### config.mk
export PLATFORM = sky130hd
export DESIGN_NAME = alu_seq
export DESIGN_NICKNAME = d
export VERILOG_FILES = /design/src/rtl/alu_pkg.sv /design/src/rtl/alu_iter.sv /design/src/rtl/alu_seq.sv
export SDC_FILE = /design/constraint.sdc
export NUM_CORES = 1
export LEC_CHECK = 0
export ABC_CLOCK_PERIOD_IN_PS = 4100
export CELL_PAD_IN_SITES_DETAIL_PLACEMENT = 0
export CELL_PAD_IN_SITES_GLOBAL_PLACEMENT = 1
export CORE_MARGIN = 2
export CORE_UTILIZATION = 46
export CTS_CLUSTER_DIAMETER = 30
export DETAILED_ROUTE_END_ITERATION = 8
export GPL_ROUTABILITY_DRIVEN = 1
export PLACE_DENSITY_LB_ADDON = 0.1
export SYNTH_ARGS = -nofsm -noshare
export SYNTH_HDL_FRONTEND = slang
export SYNTH_SLANG_ARGS = --single-unit
### constraint.sdc
create_clock -name clk -period 4.1 [get_ports clk]
set_input_delay 1.025 -clock clk [delete_from_list [all_inputs] [get_ports clk]]
set_output_delay 1.025 -clock clk [all_outputs]
set_load 0.02 [all_outputs]
### src/rtl/alu_pkg.sv
// Shared ALU definitions: op codes, FSM state encoding, op-class helper.
// Also imported by the control unit, so keep encodings stable.
package alu_pkg;

    localparam logic [3:0] OP_AND  = 4'b0000;
    localparam logic [3:0] OP_OR   = 4'b0001;
    localparam logic [3:0] OP_ADD  = 4'b0010;
    localparam logic [3:0] OP_XOR  = 4'b0011;
    localparam logic [3:0] OP_SLL  = 4'b0100;
    localparam logic [3:0] OP_SRL  = 4'b0101;
    localparam logic [3:0] OP_SUB  = 4'b0110;
    localparam logic [3:0] OP_SRA  = 4'b0111;
    localparam logic [3:0] OP_SLT  = 4'b1000;
    localparam logic [3:0] OP_SLTU = 4'b1001;
    localparam logic [3:0] OP_MUL  = 4'b1010;
    localparam logic [3:0] OP_DIVU = 4'b1011;
    localparam logic [3:0] OP_REMU = 4'b1100;

    typedef enum logic [1:0] {
        ST_IDLE = 2'b00,
        ST_BUSY = 2'b01,
        ST_DONE = 2'b10
    } state_e;

    function automatic logic is_iterative(input logic [3:0] op);
        return (op == OP_MUL) || (op == OP_DIVU) || (op == OP_REMU);
    endfunction

endpackage

### src/rtl/alu_iter.sv
// Iterative unsigned multiply (shift-add) and restoring divide, one bit per cycle.
// Latency: WIDTH cycles after start; done is high in the cycle whose edge retires the last step.
// Backpressure: none; the caller only pulses start when it can take the result.
module alu_iter
    import alu_pkg::*;
#(
    parameter int WIDTH = 32
) (
    input  logic             clk,
    input  logic             rst_n,
    input  logic             start,
    input  logic [3:0]       op,
    input  logic [WIDTH-1:0] in_1,
    input  logic [WIDTH-1:0] in_2,
    output logic             done,
    output logic [WIDTH-1:0] result
);

    localparam int CW = $clog2(WIDTH) + 1;

    logic [CW-1:0]    cnt_q, cnt_d;
    logic [WIDTH:0]   hi_q, hi_d;
    logic [WIDTH-1:0] lo_q, lo_d;
    logic [WIDTH-1:0] opnd_q, opnd_d;
    logic [3:0]       op_q, op_d;
    logic [WIDTH:0]   rem_sh;
    logic [WIDTH:0]   trial;

    // hi holds the accumulator (MUL) or partial remainder (DIV); lo holds
    // the multiplier or the dividend being shifted out / quotient shifted in.
    always_comb begin
        cnt_d  = cnt_q;
        hi_d   = hi_q;
        lo_d   = lo_q;
        opnd_d = opnd_q;
        op_d   = op_q;
        rem_sh = {hi_q[WIDTH-1:0], lo_q[WIDTH-1]};
        trial  = rem_sh - {1'b0, opnd_q};
        if (start) begin
            cnt_d  = CW'(WIDTH);
            hi_d   = '0;
            lo_d   = in_1;
            opnd_d = in_2;
            op_d   = op;
        end else if (cnt_q != '0) begin
            cnt_d = cnt_q - CW'(1);
            if (op_q == OP_MUL) begin
                if (lo_q[0]) begin
                    hi_d = hi_q + {1'b0, opnd_q};
                end
                lo_d   = lo_q >> 1;
                opnd_d = opnd_q << 1;
            end else if (!trial[WIDTH]) begin
                // A zero divisor always lands here: quotient all ones, remainder = dividend.
                hi_d = trial;
                lo_d = {lo_q[WIDTH-2:0], 1'b1};
            end else begin
                hi_d = rem_sh;
                lo_d = {lo_q[WIDTH-2:0], 1'b0};
            end
        end
    end

    always_ff @(posedge clk or negedge rst_n) begin
        if (!rst_n) begin
            cnt_q  <= '0;
            hi_q   <= '0;
            lo_q   <= '0;
            opnd_q <= '0;
            op_q   <= OP_AND;
        end else begin
            cnt_q  <= cnt_d;
            hi_q   <= hi_d;
            lo_q   <= lo_d;
            opnd_q <= opnd_d;
            op_q   <= op_d;
        end
    end

    assign done   = (cnt_q == CW'(1));
    assign result = (op_q == OP_DIVU) ? lo_d : hi_d[WIDTH-1:0];

endmodule

### src/rtl/alu_seq.sv
// Handshaked RV32I ALU with iterative MUL/DIVU/REMU and a registered result.
// Latency: 1 cycle for single-cycle ops, WIDTH+1 for iterative ops; no overlap between ops.
// Backpressure: result holds in DONE until out_ready; in_ready only in IDLE, nothing is queued.
module alu_seq
    import alu_pkg::*;
#(
    parameter int WIDTH = 32,
    parameter int SHW   = $clog2(WIDTH)
) (
    input  logic             clk,
    input  logic             rst_n,
    input  logic             in_valid,
    output logic             in_ready,
    input  logic [3:0]       alu_op,
    input  logic [WIDTH-1:0] in_1,
    input  logic [WIDTH-1:0] in_2,
    output logic             out_valid,
    input  logic             out_ready,
    output logic [WIDTH-1:0] out,
    output logic             zero,
    output logic             busy
);

    state_e           state_q, state_d;
    logic [WIDTH-1:0] out_q, out_d;
    logic [WIDTH-1:0] sc_res;
    logic [SHW-1:0]   shamt;
    logic             accept;
    logic             iter_start;
    logic             iter_done;
    logic [WIDTH-1:0] iter_res;

    assign accept     = (state_q == ST_IDLE) && in_valid;
    assign iter_start = accept && is_iterative(alu_op);
    assign shamt      = in_2[SHW-1:0];

    always_comb begin
        sc_res = in_1 & in_2;
        case (alu_op)
            OP_OR:   sc_res = in_1 | in_2;
            OP_ADD:  sc_res = in_1 + in_2;
            OP_XOR:  sc_res = in_1 ^ in_2;
            OP_SLL:  sc_res = in_1 << shamt;
            OP_SRL:  sc_res = in_1 >> shamt;
            OP_SUB:  sc_res = in_1 - in_2;
            OP_SRA:  sc_res = $signed(in_1) >>> shamt;
            OP_SLT:  sc_res = {{(WIDTH-1){1'b0}}, ($signed(in_1) < $signed(in_2))};
            OP_SLTU: sc_res = {{(WIDTH-1){1'b0}}, (in_1 < in_2)};
            default: sc_res = in_1 & in_2;
        endcase
    end

    alu_iter #(.WIDTH(WIDTH)) u_iter (
        .clk    (clk),
        .rst_n  (rst_n),
        .start  (iter_start),
        .op     (alu_op),
        .in_1   (in_1),
        .in_2   (in_2),
        .done   (iter_done),
        .result (iter_res)
    );

    always_ff @(posedge clk or negedge rst_n) begin
        if (!rst_n) begin
            state_q <= ST_IDLE;
            out_q   <= '0;
        end else begin
            state_q <= state_d;
            out_q   <= out_d;
        end
    end

    always_comb begin
        state_d = state_q;
        case (state_q)
            ST_IDLE: if (in_valid) state_d = is_iterative(alu_op) ? ST_BUSY : ST_DONE;
            ST_BUSY: if (iter_done) state_d = ST_DONE;
            ST_DONE: if (out_ready) state_d = ST_IDLE;
            default: state_d = ST_IDLE;
        endcase
    end

    // The result register only moves on entry to DONE, so out is stable under backpressure.
    always_comb begin
        out_d = out_q;
        if (accept && !is_iterative(alu_op)) begin
            out_d = sc_res;
        end else if ((state_q == ST_BUSY) && iter_done) begin
            out_d = iter_res;
        end
    end

    always_comb begin
        in_ready  = (state_q == ST_IDLE);
        out_valid = (state_q == ST_DONE);
        busy      = (state_q == ST_BUSY);
    end

    assign out  = out_q;
    assign zero = ~|out_q;

endmodule

==> summary.md <==
| Metric | Value |
|---|---|
| Switching part of the total | `0.525` |
| Post-DRT Antenna Nets | `0` |
| Final worst slack | `between 0.06 and 0.07 ns` |
| CTS buffer count | `17` |
| Commonest non-fill, non-tap cell in the layout | `buf_4` |
| CP max stage delay | `0.54 ns` |
| Routed vias/inst | `~6.7` |
| Critical path cell sequence | `ha_1, fa_1, nand2b_1, a21o_1, a211oi_1, buf_4, o211a_1, o21ai_1, nand2_1, buf_12, nor2_1, a221oi_1, o211ai_1, a32oi_1` |
| Mapped cell area | `a little over 20000 sq um` |
| VDD IR max | `between 0.4 and 0.5 mV` |
| Slowest cell on crit path | `a221oi_1` |
| Syn_nets | `3026` |
| CP required | `4.46 ns` |
| Post-route setup TNS | `0 ns` |
| Post-synth top area share | `0.173` |
| Syn Area/Cell | `about 7.3 sq um` |
| Cell family contributing the most delay on the critical path | `compound AO/OA/AOI/OAI gates` |
| P_int | `around 0.0079 W` |
| Worst path arrival time | `~4.4 ns` |
| Overall routed net length | `98100 um` |
| Yosys cell types | `just under 90` |
| # diodes | `0` |
| Crit path launch type | `flip-flop` |
| Area delta synth->final | `26.2%` |
| Yosys warning total | `0` |
| Initial DRC Count | `roughly 3600` |
| Clock Path Buffers | `2` |
| Final setup fails | `0` |
| Die width | `approximately 210 um` |
| Die area | `around 46000 sq um` |
| DRC violations left | `0` |
| Max-slew headroom | `0.368` |
| Sequential share of power | `0.171` |
| Fin nets | `around 3400` |
| Core area | `around 43000 sq um` |
| CTS tree | `yes` |
| Register area share after synthesis | `0.173` |
| Io pins | `108` |
| Grt ovf | `0` |
| Port bufs | `around 110` |
| Buf+Inv Stages, Crit Path | `2` |
| # clock sinks | `between 100 and 150` |
| Initial DRT Pass Iterations | `8` |
| Synth area leader | `dfrtp_1` |
| Routed wire per std cell | `26.2 um` |
| Starting density of the core | `0.468` |
| Pwr per Cell Area | `around 650 nW/um^2` |
| Combinational share of power | `0.730` |
| Max Fanout on Critical Path | `28` |
| Worst Path Class, Setup | `flip-flop to flip-flop` |
| Layout Skew | `approximately 0.007 ns` |
| GPL Wtd Cong | `between 1 and 1.5` |
| FMAX | `248 MHz` |
| Post-synth ARST share | `1.00` |
| Clock transition at path regs | `roughly 0.06 ns` |
| Cells after Synth | `~2800` |
| Status | `finished clean` |
| Vias in the first global route | `23631` |
| Die height | `about 210 um` |
| Num rows | `76` |
| Most frequent cells in the layout | `buf_4 (421), nor2_1 (323), nand2_1 (314)` |
| Pre-CTS WS | `-0.747 ns` |
| Slew Viols, Final | `0` |
| Number of flops mapped to enable cells by yosys | `0` |
| CTS root buffer | `clkbuf_16` |
| RSZ-0062 raised after global routing | `yes` |
| Psw | `about 0.0087 W` |
| Ranking of synthesized cells by area | `dfrtp_1 (17%), ha_1 (10%), a21oi_1 (7.1%)` |
| H-tree depth | `4` |
| Worst min path class | `flip-flop to flip-flop` |
| Crit end category | `flip-flop` |
| Layout cell share with drive strength beyond 1 | `0.195` |
| Worst Max-Slew Pin Slew | `~0.94 ns` |
| P_leak | `approximately 11 nW` |
| Tcrit/Tclk final | `0.984` |
| Yosys reg bits | `140` |
| Global-route wire length before repair | `between 100000 and 150000 um` |
| Max-Cap Viols | `0` |
| Pin count of the biggest net entering global routing | `89` |
| Final count of hold timing violations | `0` |
| Hpwl dp | `78300 um` |
| Most used DFF post-synth | `dfrtp_1` |
| GRT Util Overall | `0.427` |
| Worst-Skew Late Latency | `roughly 0.45 ns` |
| Initial antenna violation count | `6` |
| Clock power frac | `0.099` |
| Tmin final | `about 4.0 ns` |
| DR vias | `between 20000 and 30000` |
-- power by group through the flow --
stage                     Sequential [W]  Combinational [W]  Clock [W]
after floorplan                  0.00266            0.00747          0
after global placement           0.00276             0.0114          0
after detailed placement         0.00278             0.0116          0
after CTS                        0.00277             0.0117    0.00164
after global routing             0.00286             0.0130    0.00171
final                            0.00283             0.0121    0.00164
-- stage by stage --
| stage | power [W] | hold slack (ns) | util | instances | area, sq um |
|---|---|---|---|---|---|
| 2_1_floorplan | 0.0101 | 0.426 | - | 2784 | 20400 |
| 3_3_place_gp | 0.0142 | 0.441 | 0.572 | 3709 | 24800 |
| 3_5_place_dp | 0.0144 | 0.455 | 0.572 | 3709 | 24800 |
| 4_1_cts | 0.0161 | 0.474 | 0.587 | 3741 | 25400 |
| 5_1_grt | 0.0175 | 0.508 | 0.591 | 3743 | 25600 |
| 6_report | 0.0166 | 0.482 | 0.591 | 3743 | 25600 |
-- cells in the mapped netlist (all sizes together), types with 30 or more instances --
cell type,number
o211ai,44
a211oi,81
nand3,52
nor3,52
o21ai,201
a21o,42
o221ai,30
o22ai,30
clkbuf,149
mux4,59
o31ai,33
nor2,325
inv,155
mux2i,45
ha,166
dfrtp,140
a21oi,289
and3,34
nand2,314
buf,54
xnor2,37
-- final cells by class --
type	instances	area (sq um)
clock buffers	19	433
clock inverters	13	166
fillers	4137	17700
inverters	156	601
multi-input cells	2285	15600
flip-flops and latches	140	3500
well taps	585	732
repair buffers	545	4540
-- path summary, 6_finish.rpt --
check / from / end / slack (ns) / cells past startpoint
max: u_iter.opnd_q[0]$_DFFE_PN0P_ / out[31]$_DFFE_PN0P_ / 0.07 / 14
min: u_iter.op_q[3]$_DFFE_PN0P_ / u_iter.op_q[3]$_DFFE_PN0P_ / 0.48 / 1
max reg2reg: u_iter.opnd_q[0]$_DFFE_PN0P_ / out[31]$_DFFE_PN0P_ / 0.07 / 14
min reg2reg: u_iter.op_q[3]$_DFFE_PN0P_ / u_iter.op_q[3]$_DFFE_PN0P_ / 0.48 / 1
max in group asynchronous: rst_n / u_iter.hi_q[10]$_DFF_PN0_ / 2.55 / 2
min in group asynchronous: rst_n / out[29]$_DFFE_PN0P_ / 0.66 / 1
-- layer usage --
layer  global-route usage  share of wire  up-vias
met2                0.626           0.42     1758
li1                     -              -    11015
met3                0.114           0.12      297
met4                0.207          0.057       10
met1                0.582           0.40    11963
met5                    0        0.00067        -
-- state kept, by name, summed over array words and instances (netlist names) --
signal,cells
out,32
u_iter.hi_q,32
u_iter.lo_q,32
u_iter.opnd_q,32
u_iter.cnt_q,6
u_iter.op_q,4
state_q,2
-- cells by family after synthesis --
logic type | Yosys count | synth area share
AO/OA/AOI/OAI | 1008 | 0.325
AND/OR/NAND/NOR | 933 | 0.206
buffers and inverters | 359 | 0.0705
adder cells (fa/ha/maj) | 170 | 0.106
flip-flops | 140 | 0.173
multiplexers | 115 | 0.0939
XOR/XNOR | 59 | 0.0255
-- repair_timing --
action,CTS,global route
buffers inserted,0,2
pin swaps,3,10
gates resized for setup,17,32
endpoints found under the setup margin,10,16
hold buffers,0,0
-- worst register-to-register path, stage by stage, from the launching register on --
cell	delay, ns
dfrtp_1	0.43
ha_1	0.26
fa_1	0.39
nand2b_1	0.20
a21o_1	0.20
a211oi_1	0.31
buf_4	0.21
o211a_1	0.24
o21ai_1	0.23
nand2_1	0.22
buf_12	0.19
nor2_1	0.07
a221oi_1	0.54
o211ai_1	0.22
a32oi_1	0.24
Power figures use the tool's default switching activity.
